===== config.mk =====
export PLATFORM = sky130hd
export DESIGN_NAME = mul_share_sched
export DESIGN_NICKNAME = d
export VERILOG_FILES = /design/src/rtl/mul_share_sched.sv
export SDC_FILE = /design/constraint.sdc
export NUM_CORES = 1
export LEC_CHECK = 0
export ABC_AREA = 1
export BUFFER_PORTS_ARGS = -buffer_cell sky130_fd_sc_hd__clkbuf_2
export CAP_MARGIN = 10
export CORE_MARGIN = 2
export CORE_UTILIZATION = 50
export CTS_CLUSTER_SIZE = 16
export DETAILED_ROUTE_END_ITERATION = 7
export GPL_ROUTABILITY_DRIVEN = 0
export HOLD_SLACK_MARGIN = 0.08
export PLACE_DENSITY = 0.76
export SETUP_SLACK_MARGIN = 0.05
export SLEW_MARGIN = 40
export SYNTH_ARGS = -nofsm -noshare
export SYNTH_HDL_FRONTEND = slang
export SYNTH_SLANG_ARGS = --single-unit
export TNS_END_PERCENT = 30

===== constraint.sdc =====
create_clock -name clk -period 2.3 [get_ports clk]
set_input_delay 0 -clock clk [delete_from_list [all_inputs] [get_ports clk]]
set_output_delay 0 -clock clk [all_outputs]
set_load 0.03 [all_outputs]

===== src/rtl/mul_share_sched.sv =====
`default_nettype none
// ============================================================================
//  Module   : mul_share_sched
//  Purpose  : One iterative shift-and-add WIDTH x WIDTH multiplier shared by
//             NUM_REQ requesters through a round-robin valid/ready front end.
//             Returns the truncated product, an overflow flag and the issuing
//             requester id on one valid/ready response channel.
//  Revision : 1.0 - initial release
// ============================================================================
module mul_share_sched #(
  parameter int WIDTH   = 5,
  parameter int NUM_REQ = 3,
  parameter int ID_W    = $clog2(NUM_REQ)
) (
  input  logic                     clk,
  input  logic                     rst,
  input  logic [NUM_REQ-1:0]       req_valid,
  output logic [NUM_REQ-1:0]       req_ready,
  input  logic [NUM_REQ*WIDTH-1:0] req_a,
  input  logic [NUM_REQ*WIDTH-1:0] req_b,
  output logic                     resp_valid,
  input  logic                     resp_ready,
  output logic [WIDTH-1:0]         resp_out,
  output logic                     resp_overflow,
  output logic [ID_W-1:0]          resp_id,
  output logic                     busy
);

  localparam int CNT_W = (WIDTH > 1) ? $clog2(WIDTH) : 1;

  localparam logic [1:0] S_IDLE = 2'd0;
  localparam logic [1:0] S_CALC = 2'd1;
  localparam logic [1:0] S_DONE = 2'd2;

  localparam logic [CNT_W-1:0] CNT_LAST  = CNT_W'(WIDTH - 1);
  localparam logic [ID_W-1:0]  GRANT_TOP = ID_W'(NUM_REQ - 1);

  // Registered state
  logic [1:0]         state_q, state_d;
  logic [2*WIDTH-1:0] a_q, a_d;
  logic [WIDTH-1:0]   b_q, b_d;
  logic [2*WIDTH-1:0] acc_q, acc_d;
  logic [CNT_W-1:0]   cnt_q, cnt_d;
  logic [ID_W-1:0]    id_q, id_d;
  logic [ID_W-1:0]    last_grant_q, last_grant_d;
  logic [WIDTH-1:0]   resp_out_q, resp_out_d;
  logic               resp_ovf_q, resp_ovf_d;
  logic [ID_W-1:0]    resp_id_q, resp_id_d;

  // Combinational helpers
  logic               grant_found;
  logic [ID_W-1:0]    grant_idx;
  logic [ID_W-1:0]    cand;
  logic [WIDTH-1:0]   sel_a;
  logic [WIDTH-1:0]   sel_b;
  logic               accept;
  logic [2*WIDTH-1:0] acc_sum;

  // Round-robin search starting just after the previous grant, wrapping at NUM_REQ
  always_comb begin
    grant_found = 1'b0;
    grant_idx   = '0;
    cand        = last_grant_q;
    for (int k = 0; k < NUM_REQ; k++) begin
      if (cand == GRANT_TOP) begin
        cand = '0;
      end else begin
        cand = cand + 1'b1;
      end
      if (!grant_found && req_valid[cand]) begin
        grant_found = 1'b1;
        grant_idx   = cand;
      end
    end
  end

  // Operand mux for the granted requester
  always_comb begin
    sel_a = '0;
    sel_b = '0;
    for (int i = 0; i < NUM_REQ; i++) begin
      if (grant_idx == ID_W'(i)) begin
        sel_a = req_a[i*WIDTH +: WIDTH];
        sel_b = req_b[i*WIDTH +: WIDTH];
      end
    end
  end

  // A request is taken whenever the engine is idle and someone is granted
  assign accept = (state_q == S_IDLE) && grant_found;

  // Next-state logic
  always_comb begin
    state_d = state_q;
    case (state_q)
      S_IDLE:  if (accept) state_d = S_CALC;
      S_CALC:  if (cnt_q == CNT_LAST) state_d = S_DONE;
      S_DONE:  if (resp_ready) state_d = S_IDLE;
      default: state_d = S_IDLE;
    endcase
  end

  // Datapath: operand capture, one partial product per CALC cycle, result latch
  always_comb begin
    a_d          = a_q;
    b_d          = b_q;
    acc_d        = acc_q;
    cnt_d        = cnt_q;
    id_d         = id_q;
    last_grant_d = last_grant_q;
    resp_out_d   = resp_out_q;
    resp_ovf_d   = resp_ovf_q;
    resp_id_d    = resp_id_q;
    acc_sum      = acc_q + (b_q[0] ? a_q : {2*WIDTH{1'b0}});
    case (state_q)
      S_IDLE: begin
        if (accept) begin
          a_d          = {{WIDTH{1'b0}}, sel_a};
          b_d          = sel_b;
          acc_d        = '0;
          cnt_d        = '0;
          id_d         = grant_idx;
          last_grant_d = grant_idx;
        end
      end
      S_CALC: begin
        // Fixed latency: all WIDTH steps run even once b has drained to zero
        acc_d = acc_sum;
        a_d   = a_q << 1;
        b_d   = b_q >> 1;
        cnt_d = cnt_q + 1'b1;
        if (cnt_q == CNT_LAST) begin
          resp_out_d = acc_sum[WIDTH-1:0];
          resp_ovf_d = |acc_sum[2*WIDTH-1:WIDTH];
          resp_id_d  = id_q;
        end
      end
      default: ;
    endcase
  end

  // State register; reset discards any operation in flight
  always_ff @(posedge clk or posedge rst) begin
    if (rst) begin
      state_q      <= S_IDLE;
      a_q          <= '0;
      b_q          <= '0;
      acc_q        <= '0;
      cnt_q        <= '0;
      id_q         <= '0;
      last_grant_q <= GRANT_TOP;
      resp_out_q   <= '0;
      resp_ovf_q   <= 1'b0;
      resp_id_q    <= '0;
    end else begin
      state_q      <= state_d;
      a_q          <= a_d;
      b_q          <= b_d;
      acc_q        <= acc_d;
      cnt_q        <= cnt_d;
      id_q         <= id_d;
      last_grant_q <= last_grant_d;
      resp_out_q   <= resp_out_d;
      resp_ovf_q   <= resp_ovf_d;
      resp_id_q    <= resp_id_d;
    end
  end

  // Output decode; req_ready only ever asserts for the granted requester while idle
  always_comb begin
    req_ready = '0;
    if (accept) req_ready[grant_idx] = 1'b1;
    resp_valid = (state_q == S_DONE);
    busy       = (state_q == S_CALC) || (state_q == S_DONE);
  end

  assign resp_out      = resp_out_q;
  assign resp_overflow = resp_ovf_q;
  assign resp_id       = resp_id_q;

endmodule
`default_nettype wire


After elaboration in Yosys (flattened, before gate mapping)

Index checks and enable logic that the tools add are counted.
W data, S select, Z words.

Output and inout port bits: 13
Register bits after elaboration: 42
Latch bits: 0
Word-level logic and storage cells: 83
ROM bits: 0
Memories kept: 0
Input bits: 36
Bits in writable memories: 0

Add/sub/neg operators: 5
Multiply operators: 0
Shift operators: 0
Bitwise operators: 0
Multiplexer cells: 37
Div/mod/pow operators: 0
$lt $le $gt $ge: 5
Reduce and logical (&&, ||, !) cells: 15
Equal/unequal tests: 11

Operators with widths:

| cell                  | number |
|---|---|
| $pmux W10 S2          | 2 |
| $mux W5               | 7 |
| $mux W10              | 3 |
| $mux W2               | 9 |
| $lt A2 B3 Y1 const B  | 4 |
| $add A10 B10 Y10      | 1 |
| $eq A2 B2 Y1 const B  | 5 |
| $pmux W5 S2           | 1 |
| $mux W1               | 7 |
| $add A2 B1 Y2 const B | 3 |
| $bmux W1 S2           | 3 |
| $mux W3               | 2 |
| $pmux W2 S3           | 1 |
| $pmux W3 S2           | 1 |
| $reduce_and A2 Y1     | 3 |
| $reduce_or A5 Y1      | 1 |
| $eq A2 B1 Y1 const B  | 2 |
| $logic_and A1 B1 Y1   | 4 |
| $logic_not A2 Y1      | 2 |
| $ne A2 B2 Y1 const B  | 2 |
| $add A3 B1 Y3 const B | 1 |
| $eq A3 B3 Y1 const B  | 1 |
| $reduce_and A3 Y1     | 1 |
| $demux W1 S2          | 1 |
| 5 further kinds       | 6 |

Depth between registers and ports, before layout

Gate-level depths: netlist of the first run.

Depth in word-level cells: 17
Gate-level depth with buffers: 15
Depth with buffers taken out: 14

Least setup slack after synthesis of the first run

No wires, ideal clock.

Kind: register to register
Start: register b_q[0]
End: register resp_ovf_q, in the netlist resp_overflow
Setup time: 115 ps
Path buffers: 1
Slack: 137 ps
Stages on the path, launching flop included: 15
Data arrival time: 2048 ps
Required time: 2185 ps
Clock period less this slack: 2163 ps
Cells stage by stage: dfrtp_1 -> clkbuf_1 -> nand2_1 -> inv_1 -> ha_1 -> fa_1 -> nand3_1 -> nand3_1 -> nand2_1 -> nand2_1 -> a21oi_1 -> xor2_1 -> nand3_1 -> nor2_1 -> nor2_1

Longest elaborated chain between the ends: 3

RTL lines:

| element                  | line | text |
|---|---|---|
| start: declaration       | 41   | `logic [WIDTH-1:0] b_q, b_d;` |
| start signal: assignment | 147  | `b_q <= '0;` |
| start signal: assignment | 158  | `b_q <= b_d;` |
| $mux W10                 | 114  | `acc_sum = acc_q + (b_q[0] ? a_q : {2*WIDTH{1'b0}});` |
| $add A10 B10 Y10         | 114  |  |
| $reduce_or A5 Y1         | 134  | `resp_ovf_d = \|acc_sum[2*WIDTH-1:WIDTH];` |
| end signal: assignment   | 164  | `resp_ovf_q <= resp_ovf_d;` |
| end: declaration         | 47   | `logic resp_ovf_q, resp_ovf_d;` |

No other way between the ends.
A chain may end at the register's enable or synchronous reset.

Worst setup path after layout of the first run

Start: register a_q[0]
End: register resp_ovf_q, in the netlist resp_overflow

Longest elaborated chain between the ends: 3

RTL lines:

| element                  | line | text |
|---|---|---|
| start: declaration       | 40   | `logic [2*WIDTH-1:0] a_q, a_d;` |
| start signal: assignment | 146  | `a_q <= '0;` |
| start signal: assignment | 157  | `a_q <= a_d;` |
| $mux W10                 | 114  |  |
| $add A10 B10 Y10         | 114  |  |
| $reduce_or A5 Y1         | 134  |  |

No other way between the ends.

==> impl_metrics.ini, run 1 <==
[outcome]
outcome = completed

[sta]
rsz0062_at_grt = false
drv_slew = 0
relSlewSlack = 0.667
finalCritPeriodShare = 0.917
hold_viol = 0
fin_ws_ns = 0.192
fin_setup_tns_ns = 0
fmax_mhz = 474
worstMarginPinSlew_ns = 0.499
layout_min_cycle_time_ns = 2.11
fin_skew_ns = 0.00418
setup_viol = 0
holdWs_ns = 0.0769

[finish]
drive_gt1_frac = 0.220
layout.nets = 487
mostFrequentLayoutCells = nand2_1, inv_1, clkbuf_2, dfrtp_1, o21ai_0
layout_commonest_cell = nand2_1
syn_to_final_growth_pct = 27.1
final_cell_count_no_fill = 507
final_area_mm2 = 0.00337
final_util = 0.660
antenna_cells = 0

[logic_synthesis]
synth_simple_gate_area_share = 0.275
synth-adder-area-share = 0.0736
synth_area_mm2 = 0.00265
synth_seq_cells = 41
yosys.area.top_type = dfrtp_1
async_reset_ff_frac = 1.00
ys_types = 31
yosysTopAreaCellShare = 0.377
synth.area.top_cells = dfrtp_1, nand2_1, inv_1, ha_1, o21ai_0
syn-num-nets = 407
synth_top_flop_cell = dfrtp_1
ys_seq_area_frac = 0.387
synth_compound_area_frac = 0.130
synthMuxAreaShare = 0
avgSynthCellArea_um2 = 7.45
yosysWarnings = 0
synth_xor_area_frac = 0.0264
synth_top_family_by_area = simple AND/OR/NAND/NOR gates
synth_edf_count = 0
syn_inst = 356

[placed_design]
dp_hpwl_mm = 4.40
placed_cells = 475
dpl_cell_area_mm2 = 0.00299
io_buffers = 48
dp_slack_ns = 0.160

[global_route]
grt_max_degree = 42
grt_pass1_vias = 2467
grtUsageTotal = 0.217
grt_pass1_wl_mm = 10.3
antenna_found_initial = 0
grt-ovfl-total = 0

[cts]
numCtsBuffers = 5
root_buffer = clkbuf_8
clock_sinks = 41
clock_path_buffers = 2
htreeDepth = 2
insertion_delay_ns = 0.29
clk_pin_slew_ns = 0.07
cts_tree = built
postCtsSetupRepairBufs = 0

[floorplan]
dieArea_mm2 = 0.00590
ioPinCount = 49
core_mm2 = 0.00511
die_x_um = 76.8
die_h_um = 76.8
fp-row-count = 26
initial_core_util = 0.519

[setup_path]
max_stage_delay_ns = 0.40
criticalPathCategory = reg2reg
cp.required_ns = 2.49
cp_common_cell = nand2_1
critPathArrivalTime_ns = 2.30
start_kind = flop
critPathSlowestCell = dfrtp_1
path_cells = nand2_1, inv_1, ha_1, fa_2, nand3_1, nand3_2, nand2_1, nand2_1, a21oi_1, xor2_1, nand3_1, nor2_1, nor2_1
path_max_fanout = 3
end_kind = flop

[pwr]
ir_drop_uv = 785
p_leak_nw = 1.85
power.density_mw_per_mm2 = 1310
p_total_mw = 4.43

[hold_path]
hp-class = in2reg

[flow_run]
cap_violations = 0

[route]
wl_mm = 6.26
post_drt_wl_per_cell_um = 12.3
vias = 2523
drcViolationCount = 0
dr.pass1.iters = 4
drtAntennaViolNets = 0
vias_per_cell = 4.98
first_iter_violations = 127
[timing repair]
action / in CTS / in global routing
resized for setup: 0 / 7
hold endpoints to repair: 48 / 0
endpoints found under the setup margin: 0 / 2
hold buffers: 24 / 0
[critical path, delay by kind of cell, from the launching register on]
| family | cells | cell delay, ns |
|---|---|---|
| compound gates | 1 | 0.14 |
| simple gates | 8 | 0.63 |
| flops | 1 | 0.40 |
| fa+ha+maj | 2 | 0.60 |
| xor+xnor | 1 | 0.19 |
| buf+inv | 1 | 0.04 |
[synth_stat cells, types with 3 or more instances]
library cell  instances
nand4_1               4
inv_2                 5
ha_1                 14
xor2_1                8
o21bai_1              5
nand3_1              22
o21ai_0              28
dfrtp_1              40
nor2_2                4
a21oi_1              12
nor2_1               21
nand2_1              93
o21ai_1               6
o22ai_1               6
inv_1                56
nand2_2               5
nand3_2               5
nor2_4                3
[power breakdown]
| group | total, mW | internal [mW] | switching, mW | leakage (nW) |
|---|---|---|---|---|
| clock | 0.596 | 0.354 | 0.242 | 0.0585 |
| combinational | 2.62 | 0.910 | 1.71 | 1.26 |
| sequential | 1.22 | 1.03 | 0.184 | 0.529 |
| total | 4.43 | 2.30 | 2.13 | 1.85 |
[per-layer routing]
metal / routed length, µm / up-vias / global-route usage
li1: - / 1286 / -
met1: 2740 / 1166 / 0.254
met2: 3160 / 62 / 0.391
met3: 267 / 9 / 0.0447
met4: 92 / 0 / 0.0727
met5: 0 / - / 0
[cell type report]
type,instances,area (µm²)
Clock buffer,7,86.3
Clock inverter,1,30.0
Fill cell,425,1740
Inverter,61,229
Multi-Input combinational cell,246,1360
Sequential cell,41,1030
Tap cell,70,87.6
Timing Repair Buffer,81,548
[final timing paths]
path	slack [ns]	start	to	cells past startpoint
worst max register to register	0.19	a_q[0]	resp_overflow	13
worst min-delay path	0.08	req_a[1]	a_q[1]	5
worst max-delay path	0.19	a_q[0]	resp_overflow	13
min in group asynchronous	0.36	rst	id_q[0]	4
max in group asynchronous	1.59	rst	last_grant_q[1]	4
worst min register to register	0.48	resp_out[4]	resp_out[4]	2
[kinds of logic after synthesis]
logic type | Yosys count
flops | 41
compound gates | 62
buf+inv | 69
fa+ha+maj | 15
xor+xnor | 8
simple gates | 161
[flip-flops by register name, indices dropped and copies added (netlist names)]
signal,cells
resp_id,2
cnt_q,3
resp_out,5
state_q,2
b_q,5
a_q,10
id_q,2
last_grant_q,1
resp_overflow,1
acc_q,10
Power figures use the tool's default switching activity.
==> run 2: changes to the inputs <==
--- a/config.mk
+++ b/config.mk
@@ -9,12 +9,13 @@
 export BUFFER_PORTS_ARGS = -buffer_cell sky130_fd_sc_hd__clkbuf_2
 export CAP_MARGIN = 10
 export CORE_MARGIN = 2
-export CORE_UTILIZATION = 50
+export CORE_UTILIZATION = 55
 export CTS_CLUSTER_SIZE = 16
 export DETAILED_ROUTE_END_ITERATION = 7
 export GPL_ROUTABILITY_DRIVEN = 0
 export HOLD_SLACK_MARGIN = 0.08
-export PLACE_DENSITY = 0.76
+export MAX_ROUTING_LAYER = met4
+export PLACE_DENSITY = 0.79
 export SETUP_SLACK_MARGIN = 0.05
 export SLEW_MARGIN = 40
 export SYNTH_ARGS = -nofsm -noshare
==> constraint.sdc (replaced) <==
create_clock -name clk -period 2.5 [get_ports clk]
set_input_delay 0 -clock clk [delete_from_list [all_inputs] [get_ports clk]]
set_output_delay 0 -clock clk [all_outputs]
set_load 0.03 [all_outputs]
==> impl_metrics.ini, run 2 (same netlist as run 1, synthesis figures left out) <==
[pwr]
comb_power_share = 0.609
p_sw_mw = 1.99
sw_frac_of_total = 0.486
power.density_mw_per_mm2 = 1220
p_leak_nw = 1.86
clkPwrFrac = 0.116
ir_drop_uv = 929
p_int_mw = 2.11
p_total_mw = 4.10
sequentialPowerShare = 0.275

[finish]
layout.nets = 490
final_util = 0.715
syn_to_final_growth_pct = 26.5
antenna_cells = 0
mostFrequentLayoutCells = nand2_1, inv_1, clkbuf_2, dfrtp_1, o21ai_0
top_regs = a_q x10, acc_q x10
layout_commonest_cell = nand2_1
drive_gt1_frac = 0.211

[route]
vias_per_cell = 5.19
first_iter_violations = 196
wl_mm = 6.58
dr.pass1.iters = 4
drtAntennaViolNets = 0
drcViolationCount = 0
post_drt_wl_per_cell_um = 13.3
vias = 2563

[sta]
drv_slew = 0
holdWs_ns = 0.104
fin_ws_ns = 0.185
relSlewSlack = 0.638
setup_viol = 0
hold_viol = 0
layout_min_cycle_time_ns = 2.31
fin_skew_ns = 0.00269
finalCritPeriodShare = 0.926
worstMarginPinSlew_ns = 0.543
rsz0062_at_grt = false
fmax_mhz = 432
fin_setup_tns_ns = 0

[hold_path]
whs_path_depth = 4
hp-class = in2reg
worstHoldStart = resp_ready
hold_end = state_q[0]

[cts]
numCtsBuffers = 5
clock_sinks = 41
root_buffer = clkbuf_8
clk_pin_slew_ns = 0.08
insertion_delay_ns = 0.29
cts_tree = built
htreeDepth = 2
clock_path_buffers = 2

[floorplan]
initial_core_util = 0.565
core_mm2 = 0.00469
die_x_um = 73.4
die_h_um = 73.4
ioPinCount = 49
dieArea_mm2 = 0.00539
fp-row-count = 25

[setup_path]
end_kind = flop
cp_common_cell = nor2_2
r2r-end = b_q[3]
critPathSlowestCell = dfstp_2
cp.required_ns = 2.71
path_cells = inv_2, nand3_1, nand3_4, nand3_2, nor2_2, nor2_2, o21ai_1, dlygate4sd3_1, o21bai_1
r2r_start = last_grant_q[1]
path_max_fanout = 7
crit_start = last_grant_q[1]
max_stage_delay_ns = 0.59
r2r_slack_ns = 0.19
critPathArrivalTime_ns = 2.53
criticalPathCategory = reg2reg
ff2ff_path_depth = 9
start_kind = flop

[global_route]
grt_max_degree = 29
grt_pass1_vias = 2566
grt-ovfl-total = 0
grt_pass1_wl_mm = 11.1
antenna_found_initial = 0
grtUsageTotal = 0.274

[placed_design]
dp_hpwl_mm = 4.47
dp_slack_ns = 0.322
io_buffers = 48

[outcome]
outcome = completed

[flow_run]
cap_violations = 0
run 2: per-layer routing:
metal	global-route usage	share of wire	vias to the layer above
li1	-	-	1293
met5	-	0	-
met1	0.315	0.42	1180
met2	0.478	0.51	74
met3	0.0535	0.040	16
met4	0.0869	0.023	0
run 2: power by group through the flow:
stage          combinational [mW]  sequential (mW)  clock (mW)
6_report                     2.50             1.13       0.476
5_1_grt                      2.81             1.17       0.521
4_1_cts                      2.40             1.13       0.487
3_5_place_dp                 2.28             1.14           0
3_3_place_gp                 2.22             1.13           0
2_1_floorplan                1.74             1.19           0
run 2: cell type report:
type,instances,area [µm²]
repair buffers,83,566
clock buffers,7,96.3
well taps,54,67.6
clock inverters,1,5.00
inverters,61,229
fillers,366,1340
multi-input cells,247,1370
flip-flops and latches,41,1030
run 2: worst max-delay path by stage:
stage / endpoint
final: b_q[3]
after global routing: b_q[1]
after CTS: a_q[0]
after detailed placement: resp_overflow
after global placement: resp_overflow
after floorplan: resp_overflow
run 2: per-stage QoR:
step                instances  area [µm²]
floorplan                 356        2650
global placement          456        2950
detailed placement        456        2950
CTS                       489        3300
global route              494        3360
finish                    494        3360
run 2: worst max-delay path: cells and delay by family, from the launching register on:
family,cells,cell delay [ns]
AND/OR/NAND/NOR,5,0.79
buffers and inverters,2,0.64
flip-flops,1,0.59
AO/OA/AOI/OAI,2,0.23
run 2: timing repair:
item,4_1_cts,5_1_grt
setup buffers,0,4
hold endpoints to repair,22,0
hold buffers,25,0
setup endpoints to repair,0,5
gates resized for setup,0,3
==> run 3: changes to the inputs <==
--- a/config.mk
+++ b/config.mk
@@ -14,7 +14,6 @@
 export DETAILED_ROUTE_END_ITERATION = 7
 export GPL_ROUTABILITY_DRIVEN = 0
 export HOLD_SLACK_MARGIN = 0.08
-export MAX_ROUTING_LAYER = met4
 export PLACE_DENSITY = 0.79
 export SETUP_SLACK_MARGIN = 0.05
 export SLEW_MARGIN = 40
==> impl_metrics.ini, run 3 (same netlist as run 1, synthesis figures left out) <==
[cts]
clock_sinks = 41
insertion_delay_ns = 0.29
root_buffer = clkbuf_8
htreeDepth = 2
numCtsBuffers = 5
clk_pin_slew_ns = 0.08
clock_path_buffers = 2
cts_tree = built

[sta]
fin_ws_ns = 0.187
setup_viol = 0
fin_setup_tns_ns = 0
rsz0062_at_grt = false
fmax_mhz = 432
fin_skew_ns = 0.00272
relSlewSlack = 0.636
hold_viol = 0
worstMarginPinSlew_ns = 0.546
finalCritPeriodShare = 0.925
drv_slew = 0
layout_min_cycle_time_ns = 2.31

[setup_path]
criticalPathCategory = reg2reg
start_kind = flop
cp.required_ns = 2.71
path_cells = inv_2, nand3_1, nand3_4, nand3_2, nor2_2, nor2_2, o21ai_1, dlygate4sd3_1, o21bai_1
critPathArrivalTime_ns = 2.53
critPathSlowestCell = dfstp_2
r2r_slack_ns = 0.19
path_max_fanout = 7
crit_start = last_grant_q[1]
r2r-end = b_q[3]
cp_common_cell = nor2_2
r2r_start = last_grant_q[1]
crit_end = b_q[3]
end_kind = flop
ff2ff_path_depth = 9
max_stage_delay_ns = 0.59

[flow_run]
cap_violations = 0

[finish]
syn_to_final_growth_pct = 26.5
drive_gt1_frac = 0.211
mostFrequentLayoutCells = nand2_1, inv_1, clkbuf_2, dfrtp_1, o21ai_0
layout.nets = 490
antenna_cells = 0
fillers = 366
final_area_mm2 = 0.00336
layout_commonest_cell = nand2_1
top_regs = a_q x10, acc_q x10

[floorplan]
die_h_um = 73.4
die_x_um = 73.4
fp-row-count = 25
ioPinCount = 49
initial_core_util = 0.565
core_mm2 = 0.00469
dieArea_mm2 = 0.00539

[route]
wl_mm = 6.59
vias = 2573
dr.pass1.iters = 4
drtAntennaViolNets = 0
first_iter_violations = 194
vias_per_cell = 5.21
post_drt_wl_per_cell_um = 13.3
drcViolationCount = 0

[global_route]
grt_pass1_vias = 2561
grt_pass1_wl_mm = 11.1
grt-ovfl-total = 0
grtUsageTotal = 0.266
grt_max_degree = 29
antenna_found_initial = 0

[pwr]
p_sw_mw = 2.00
power.density_mw_per_mm2 = 1220
sw_frac_of_total = 0.486
p_leak_nw = 1.86
comb_power_share = 0.609
ir_drop_uv = 929
clkPwrFrac = 0.116
sequentialPowerShare = 0.275
p_int_mw = 2.11

[placed_design]
dp_slack_ns = 0.322
dp_hpwl_mm = 4.47
io_buffers = 48
dpl_cell_area_mm2 = 0.00295

[outcome]
outcome = completed

[hold_path]
whs_path_depth = 4
hp-class = in2reg
-- run 3: cell counts in the layout (fill, tap and decap cells not counted) --
Identical to the previous run, type by type.
-- run 3: how the worst min path moves through the flow --
stage,from,to,slack [ns]
after floorplan,req_b[11],b_q[1],0.18
after global placement,rst,resp_id[0],0.03
after detailed placement,rst,resp_id[0],0.05
after CTS,req_b[10],b_q[0],0.09
after global routing,resp_ready,state_q[1],0.11
final,resp_ready,state_q[0],0.10
-- run 3: per-layer routing --
metal / vias to the layer above / track usage / share of wire
li1: 1294 / - / -
met1: 1185 / 0.318 / 0.42
met2: 77 / 0.476 / 0.51
met3: 17 / 0.0535 / 0.040
met4: 0 / 0.0869 / 0.025
met5: - / 0 / 0
-- run 3: power by group through the flow --
stage | Clock, mW | Combinational [mW] | Sequential (mW)
after floorplan | 0 | 1.74 | 1.19
after global placement | 0 | 2.22 | 1.13
after detailed placement | 0 | 2.28 | 1.14
after CTS | 0.487 | 2.40 | 1.13
after global routing | 0.521 | 2.81 | 1.17
final | 0.476 | 2.50 | 1.13
-- run 3: cell type report --
| class | instances | area [µm²] | area share |
|---|---|---|---|
| Multi-Input combinational cell | 247 | 1370 | 0.407 |
| Inverter | 61 | 229 | 0.0682 |
| Sequential cell | 41 | 1030 | 0.306 |
| Clock buffer | 7 | 96.3 | 0.0287 |
| Timing Repair Buffer | 83 | 566 | 0.169 |
| Clock inverter | 1 | 5.00 | 0.00149 |
| Tap cell | 54 | 67.6 | 0.0201 |
-- run 3: timing repair --
action,CTS,global route
hold endpoints to repair,22,0
hold buffers,25,0
resized for setup,0,3
setup buffers,0,4
endpoints found under the setup margin,0,5
-- run 3: critical path: cells and delay by family, from the launching register on --
kind | cells | cell delay (ns)
buf+inv | 2 | 0.64
compound gates | 2 | 0.23
flops | 1 | 0.59
simple gates | 5 | 0.79
-- run 3: stage by stage --
stage	hold slack (ns)	instances	util	power (mW)
after CTS	0.0896	489	0.704	4.01
final	0.104	494	0.715	4.10
after global routing	0.109	494	0.715	4.50
after floorplan	0.184	356	-	2.93
after detailed placement	0.0492	456	0.629	3.42
after global placement	0.0290	456	0.629	3.36
